--- src/rtl/team_00_wbm_pkg.sv ---
// team_00_wbm_pkg: shared state encoding, request bundle and address
// alignment helper for the team_00 Wishbone single-transfer master.
package team_00_wbm_pkg;

  typedef enum logic [1:0] {
    IDLE = 2'd0,
    BUSY = 2'd1,
    RESP = 2'd2
  } wbm_state_e;

  // One latched bus request; also used as the registered master-port bundle.
  typedef struct packed {
    logic        we;
    logic [31:0] adr;
    logic [31:0] dat;
    logic [3:0]  sel;
  } wbm_req_t;

  localparam logic [31:0] WB_ADR_ALIGN_MASK = 32'hFFFF_FFFC;

  localparam wbm_req_t WBM_REQ_ZERO = '{we: 1'b0, adr: 32'h0, dat: 32'h0, sel: 4'h0};

  // Word-align a byte address for the bus (byte lanes come from SEL_O).
  function automatic logic [31:0] wb_align(input logic [31:0] adr);
    return adr & WB_ADR_ALIGN_MASK;
  endfunction

endpackage

--- src/rtl/team_00_wbm_timeout.sv ---
// team_00_wbm_timeout: saturating cycle counter for the bus-cycle watchdog.
// expired is high while the count sits at TIMEOUT_CYCLES-1; a zero
// TIMEOUT_CYCLES keeps expired low so the master waits forever.
module team_00_wbm_timeout #(
  parameter int unsigned TIMEOUT_CYCLES = 255,
  parameter int unsigned CNT_W          = 8
) (
  input  logic clk_i,
  input  logic rst_i,
  input  logic clr,
  input  logic en,
  output logic expired
);

  localparam int unsigned      LAST_I  = (TIMEOUT_CYCLES == 32'd0) ? 32'd0 : (TIMEOUT_CYCLES - 32'd1);
  localparam logic [CNT_W-1:0] LAST_C  = LAST_I[CNT_W-1:0];
  localparam logic [CNT_W-1:0] CNT_MAX = {CNT_W{1'b1}};

  logic [CNT_W-1:0] count_r;

  // Count enabled cycles, clear on request, hold at all-ones instead of wrapping.
  always_ff @(posedge clk_i) begin
    if (rst_i) begin
      count_r <= {CNT_W{1'b0}};
    end else if (clr) begin
      count_r <= {CNT_W{1'b0}};
    end else if (en && (count_r != CNT_MAX)) begin
      count_r <= count_r + CNT_W'(1'b1);
    end else begin
      count_r <= count_r;
    end
  end

  assign expired = (TIMEOUT_CYCLES != 32'd0) && (count_r == LAST_C);

endmodule

--- src/rtl/team_00_wb_master.sv ---
// team_00_wb_master: turns one valid/ready user request into a single
// Wishbone classic cycle and returns read data or a timeout error on a
// response channel that is held until the user takes it.
module team_00_wb_master
  import team_00_wbm_pkg::*;
#(
  parameter int unsigned TIMEOUT_CYCLES = 255,
  parameter int unsigned CNT_W          = 8
) (
  input  logic        clk_i,
  input  logic        rst_i,
  input  logic        req_valid,
  output logic        req_ready,
  input  logic        req_we,
  input  logic [31:0] req_adr,
  input  logic [31:0] req_dat,
  input  logic [3:0]  req_sel,
  output logic        rsp_valid,
  input  logic        rsp_ready,
  output logic [31:0] rsp_dat,
  output logic        rsp_err,
  output logic [31:0] ADR_O,
  output logic [31:0] DAT_O,
  output logic [3:0]  SEL_O,
  output logic        WE_O,
  output logic        STB_O,
  output logic        CYC_O,
  input  logic [31:0] DAT_I,
  input  logic        ACK_I
);

  wbm_state_e  state_r, next_state_s;
  wbm_req_t    bus_r, bus_nxt_s;
  logic        cyc_r, cyc_nxt_s;
  logic        req_ready_r, req_ready_nxt_s;
  logic        rsp_valid_r, rsp_valid_nxt_s;
  logic [31:0] rsp_dat_r, rsp_dat_nxt_s;
  logic        rsp_err_r, rsp_err_nxt_s;
  logic        cnt_clr_s;
  logic        cnt_en_s;
  logic        tmo_expired_s;

  assign cnt_en_s = (state_r == BUSY);

  team_00_wbm_timeout #(
    .TIMEOUT_CYCLES (TIMEOUT_CYCLES),
    .CNT_W          (CNT_W)
  ) u_timeout (
    .clk_i   (clk_i),
    .rst_i   (rst_i),
    .clr     (cnt_clr_s),
    .en      (cnt_en_s),
    .expired (tmo_expired_s)
  );

  // Next state and next value of every registered output.
  always_comb begin
    next_state_s    = state_r;
    bus_nxt_s       = bus_r;
    cyc_nxt_s       = cyc_r;
    req_ready_nxt_s = req_ready_r;
    rsp_valid_nxt_s = rsp_valid_r;
    rsp_dat_nxt_s   = rsp_dat_r;
    rsp_err_nxt_s   = rsp_err_r;
    cnt_clr_s       = 1'b0;
    case (state_r)
      IDLE: begin
        if (req_valid && req_ready_r) begin
          next_state_s    = BUSY;
          bus_nxt_s.we    = req_we;
          bus_nxt_s.adr   = wb_align(req_adr);
          bus_nxt_s.dat   = req_we ? req_dat : 32'h0;
          bus_nxt_s.sel   = req_sel;
          cyc_nxt_s       = 1'b1;
          req_ready_nxt_s = 1'b0;
        end else begin
          req_ready_nxt_s = 1'b1;
        end
      end
      BUSY: begin
        if (ACK_I) begin
          // ACK has priority over a watchdog expiry on the same edge.
          next_state_s    = RESP;
          bus_nxt_s       = WBM_REQ_ZERO;
          cyc_nxt_s       = 1'b0;
          rsp_valid_nxt_s = 1'b1;
          rsp_dat_nxt_s   = bus_r.we ? 32'h0 : DAT_I;
          rsp_err_nxt_s   = 1'b0;
        end else if (tmo_expired_s) begin
          next_state_s    = RESP;
          bus_nxt_s       = WBM_REQ_ZERO;
          cyc_nxt_s       = 1'b0;
          rsp_valid_nxt_s = 1'b1;
          rsp_dat_nxt_s   = 32'h0;
          rsp_err_nxt_s   = 1'b1;
        end else begin
          next_state_s = BUSY;
        end
      end
      RESP: begin
        if (rsp_valid_r && rsp_ready) begin
          next_state_s    = IDLE;
          rsp_valid_nxt_s = 1'b0;
          rsp_dat_nxt_s   = 32'h0;
          rsp_err_nxt_s   = 1'b0;
          req_ready_nxt_s = 1'b1;
          cnt_clr_s       = 1'b1;
        end else begin
          next_state_s = RESP;
        end
      end
      default: begin
        next_state_s    = IDLE;
        bus_nxt_s       = WBM_REQ_ZERO;
        cyc_nxt_s       = 1'b0;
        req_ready_nxt_s = 1'b0;
        rsp_valid_nxt_s = 1'b0;
        rsp_dat_nxt_s   = 32'h0;
        rsp_err_nxt_s   = 1'b0;
        cnt_clr_s       = 1'b1;
      end
    endcase
  end

  // State and output registers; reset abandons any transfer or pending response.
  always_ff @(posedge clk_i) begin
    if (rst_i) begin
      state_r     <= IDLE;
      bus_r       <= WBM_REQ_ZERO;
      cyc_r       <= 1'b0;
      req_ready_r <= 1'b0;
      rsp_valid_r <= 1'b0;
      rsp_dat_r   <= 32'h0;
      rsp_err_r   <= 1'b0;
    end else begin
      state_r     <= next_state_s;
      bus_r       <= bus_nxt_s;
      cyc_r       <= cyc_nxt_s;
      req_ready_r <= req_ready_nxt_s;
      rsp_valid_r <= rsp_valid_nxt_s;
      rsp_dat_r   <= rsp_dat_nxt_s;
      rsp_err_r   <= rsp_err_nxt_s;
    end
  end

  assign req_ready = req_ready_r;
  assign rsp_valid = rsp_valid_r;
  assign rsp_dat   = rsp_dat_r;
  assign rsp_err   = rsp_err_r;
  assign ADR_O     = bus_r.adr;
  assign DAT_O     = bus_r.dat;
  assign SEL_O     = bus_r.sel;
  assign WE_O      = bus_r.we;
  assign STB_O     = cyc_r;
  assign CYC_O     = cyc_r;

endmodule

--- config.mk ---
export PLATFORM = sky130hd
export DESIGN_NAME = team_00_wb_master
export DESIGN_NICKNAME = d
export VERILOG_FILES = /design/src/rtl/team_00_wbm_pkg.sv /design/src/rtl/team_00_wbm_timeout.sv /design/src/rtl/team_00_wb_master.sv
export SDC_FILE = /design/constraint.sdc
export NUM_CORES = 1
export LEC_CHECK = 0
export ABC_AREA = 0
export CAP_MARGIN = 20
export CELL_PAD_IN_SITES_DETAIL_PLACEMENT = 1
export CELL_PAD_IN_SITES_GLOBAL_PLACEMENT = 2
export CORE_MARGIN = 3
export CORE_UTILIZATION = 23
export CTS_CLUSTER_DIAMETER = 30
export CTS_CLUSTER_SIZE = 10
export DETAILED_ROUTE_END_ITERATION = 7
export GPL_TIMING_DRIVEN = 0
export HOLD_SLACK_MARGIN = 0.05
export PLACE_DENSITY = 0.77
export RECOVER_POWER = 100
export SYNTH_ARGS = -nofsm -noshare
export SYNTH_HDL_FRONTEND = slang
export SYNTH_HIERARCHICAL = 1
export SYNTH_SLANG_ARGS = --single-unit
export TNS_END_PERCENT = 1
--- constraint.sdc ---
create_clock -name clk_i -period 2.17 [get_ports clk_i]
set_input_delay 0.217 -clock clk_i [delete_from_list [all_inputs] [get_ports clk_i]]
set_output_delay 0.217 -clock clk_i [all_outputs]
set_load 0.02 [all_outputs]
==> reports/metrics.csv, run 1 <==
stage;metric;value;unit
grt;antenna_found_initial;0;
clocking;cts_tree;done;
clocking;cts_hold_buffers;0;
grt;busiest_layer;met2;
logic_synthesis;ys.flop_type;dfxtp_1;
grt;grt_pass1_vias;4050;
timing;maxSlewHeadroom;64.8;%
timing;finalCritPeriodShare;93.0;%
routing;avgRoutedWirePerCell;17.1;µm
critical_path;rr_endpoint;ADR_O[27];
critical_path;crit_slowest_cell;o31a_4;
floorplanning;dieArea;19600;µm²
clocking;cts_num_sinks;113;
timing;setup-tns-final;0;ps
timing;finalSetupViolations;0;
clocking;clkLatencyLatePin;410;ps
routing;vias;3766;
status;status;finished clean;
final_layout;drive_gt1_share;20.5;%
grt;grtUsageMet1;16.8;%
place;io_buffer_count;207;
place;place.gp.congestion;0.776;
clocking;cts_buffers;17;
logic_synthesis;ys.warnings.count;6;
critical_path;end_kind;register;
pwr;p_per_area;809;nW/µm²
logic_synthesis;synth_area;4140;µm²
clocking;clk_pin_slew_worst_paths;50;ps
floorplanning;die_w;140;µm
routing;wl;14.1;mm
final_layout;nNetsFinal;690;
timing;period_minus_slack;2020;ps
pwr;p_total;0.00572;W
logic_synthesis;async_flop_share;0;%
place;dp_hpwl;10.6;mm
critical_path;setup.worst_path.end;ADR_O[27];
logic_synthesis;synth_area_leader_cell;dfxtp_1;
grt;use_met2;22.8;%
floorplanning;io_pins;212;
pwr;vdd_drop_max;509;µV
timing;hold_viol;0;
timing;skew;10.3;ps
critical_path;crit_type;reg -> reg;
floorplanning;rows;48;
logic_synthesis;ys_seq_area_share;54.7;%
routing;viasPerCell;4.59;
routing;ant_nets;0;
routing;route.detailed.drc;0;
timing;slew_violations;0;
critical_path;critPathArrivalTime;2370;ps
grt;grt_max_degree;17;
final_layout;antennaDiodeCount;0;
critical_path;startpoint_type;register;
critical_path;critPathLaunch;u_timeout/count_r[0];
worst_hold_path;hold_path.class;in -> reg;
logic_synthesis;avgSynthCellArea;11.7;µm²
clocking;cts_resized;0;
floorplanning;core_area;17500;µm²
grt;grt.overflow.total;0;
critical_path;slowest_delay;380;ps
critical_path;worst-path-max-fanout;10;
critical_path;r2r_slack;150;ps
run;drv_cap;0;
final_layout;syn_to_final_growth;71.0;%
timing;fmax;495;MHz
critical_path;worstReg2RegStart;u_timeout/count_r[0];
logic_synthesis;synth_cell_types;47;
logic_synthesis;synthTopCellsByArea;dfxtp_1, a22o_2, a22o_1;
grt;grtUsageTotal;14.2;%
clocking;cts_root_buf;clkbuf_16;
floorplanning;dieHeight;140;µm
clocking;clockBufferDepth;2;
timing;worstMarginPinSlew;528;ps
logic_synthesis;synth_top_area_share;54.7;%
logic_synthesis;postSynthRegisterBits;113;
timing;rsz0062_at_grt;yes;
routing;drt_iter0_markers;135;
logic_synthesis;synth-edff-count;0;
logic_synthesis;synth_cells;355;
routing;dr.pass1.iters;4;
floorplanning;start_util;23.7;%
critical_path;worst-r2r-cell-count;8;
clocking;htree_levels;4;
critical_path;crit_chain;inv_1 -> ha_1 -> nand3_1 -> nor2_1 -> o31a_4 -> nor2_2 -> buf_2 -> a31o_2;
clocking;post_cts_buffers;0;
grt;met3_usage;6.76;%
critical_path;critical_path_required;2520;ps
pwr;p_leak;2.96;nW
grt;grt_pass1_wl;22.1;mm
-- where the power goes --
part           switching [W]  internal [W]  total (W)
clock                0.00101       0.00180    0.00281
combinational       0.000329      0.000381   0.000710
sequential         0.0000460       0.00216    0.00220
-- synth_stat cells, types with 2 or more instances --
master,n
a31o_2,34
ha_1,2
buf_4,3
buf_6,4
clkbuf_1,17
inv_1,4
nand2_1,8
nor3_1,2
and4_1,2
a22o_2,30
dfxtp_1,113
buf_2,11
mux2i_1,3
a211oi_1,2
nand3_1,4
a22o_1,34
a21oi_1,6
nor2_1,6
nor3b_1,35
or3_1,2
a31oi_1,3
o21ai_0,4
nor4_1,2
-- worst min path at each step --
| stage | from | end | slack [ps] | depth (start not counted) |
|---|---|---|---|---|
| after floorplan | DAT_I[7] | rsp_dat[7] | 340 | 1 |
| after global placement | rsp_err | rsp_err | 450 | 1 |
| after detailed placement | DAT_O[17] | DAT_O[17] | 450 | 1 |
| after CTS | DAT_I[11] | rsp_dat[11] | 380 | 2 |
| after global routing | DAT_I[17] | rsp_dat[17] | 390 | 2 |
| final | DAT_I[11] | rsp_dat[11] | 410 | 2 |
-- placed cells by master (no fill, tap or decap), types with 5 or more instances in the layout --
master / instances
nor3b_1: 35
clkbuf_1: 18
nand2_1: 8
dfxtp_1: 112
dlygate4sd3_1: 104
a31o_2: 34
a22o_2: 30
a21oi_1: 6
a22o_1: 34
clkdlybuf4s50_1: 103
clkinv_2: 5
nor2_1: 6
clkbuf_16: 17
buf_2: 10
-- worst max-delay path, delay by kind of cell, from the launching register on --
family          cells  cell delay (ps)
fa+ha+maj           1              190
compound gates      2              560
buf+inv             2              360
simple gates        3              470
flops               1              370
-- registers in the layout (all words and copies together), names as in the netlist --
name,flops
ADR_O,30
CYC_O,1
state_r,2
req_ready,1
rsp_dat,32
rsp_valid,1
SEL_O,4
WE_O,1
DAT_O,32
u_timeout/count_r,8
rsp_err,1
-- through the flow --
step                std cells  setup WS [ps]  cell area (µm²)  hold WS (ps)  utilization (%)
floorplan                 356            345             4140           342                -
global placement          788          -93.1             6490           453             37.2
detailed placement        788           -179             6490           453             37.2
CTS                       820           28.9             7090           382             40.5
global route              820          -1.60             7070           391             40.5
finish                    820            151             7070           410             40.5
-- routing by layer --
metal  vias up  routed length, µm
li1       1808                  -
met2       142               6610
met5         -                  0
met3        16               1230
met4         0                191
met1      1800               6020
-- cell type report --
type,count,area (µm²)
buffer,35,186
clock buffer,18,429
clock inverter,14,164
fill,1885,10400
inverter,4,15.0
multi-input combinational,204,1660
sequential,113,2270
tap,225,282
timing repair buffer,207,2070
-- kinds of logic after synthesis --
group | share of synthesized area, %
AO/OA/AOI/OAI | 26.6
AND/OR/NAND/NOR | 12.5
other | 0.0907
multiplexers | 0.726
adder cells (fa/ha/maj) | 0.605
flip-flops | 54.7
buffers and inverters | 4.87
Power figures use the tool's default switching activity.
==> run 2, diff against run 1 <==
--- a/config.mk
+++ b/config.mk
@@ -14,6 +14,7 @@
 export CTS_CLUSTER_DIAMETER = 30
 export CTS_CLUSTER_SIZE = 10
 export DETAILED_ROUTE_END_ITERATION = 7
+export GPL_ROUTABILITY_DRIVEN = 1
 export GPL_TIMING_DRIVEN = 0
 export HOLD_SLACK_MARGIN = 0.05
 export PLACE_DENSITY = 0.77
==> results of run 2 <==
Same layout as run 1: the final DEF is identical, and so are final timing and power.
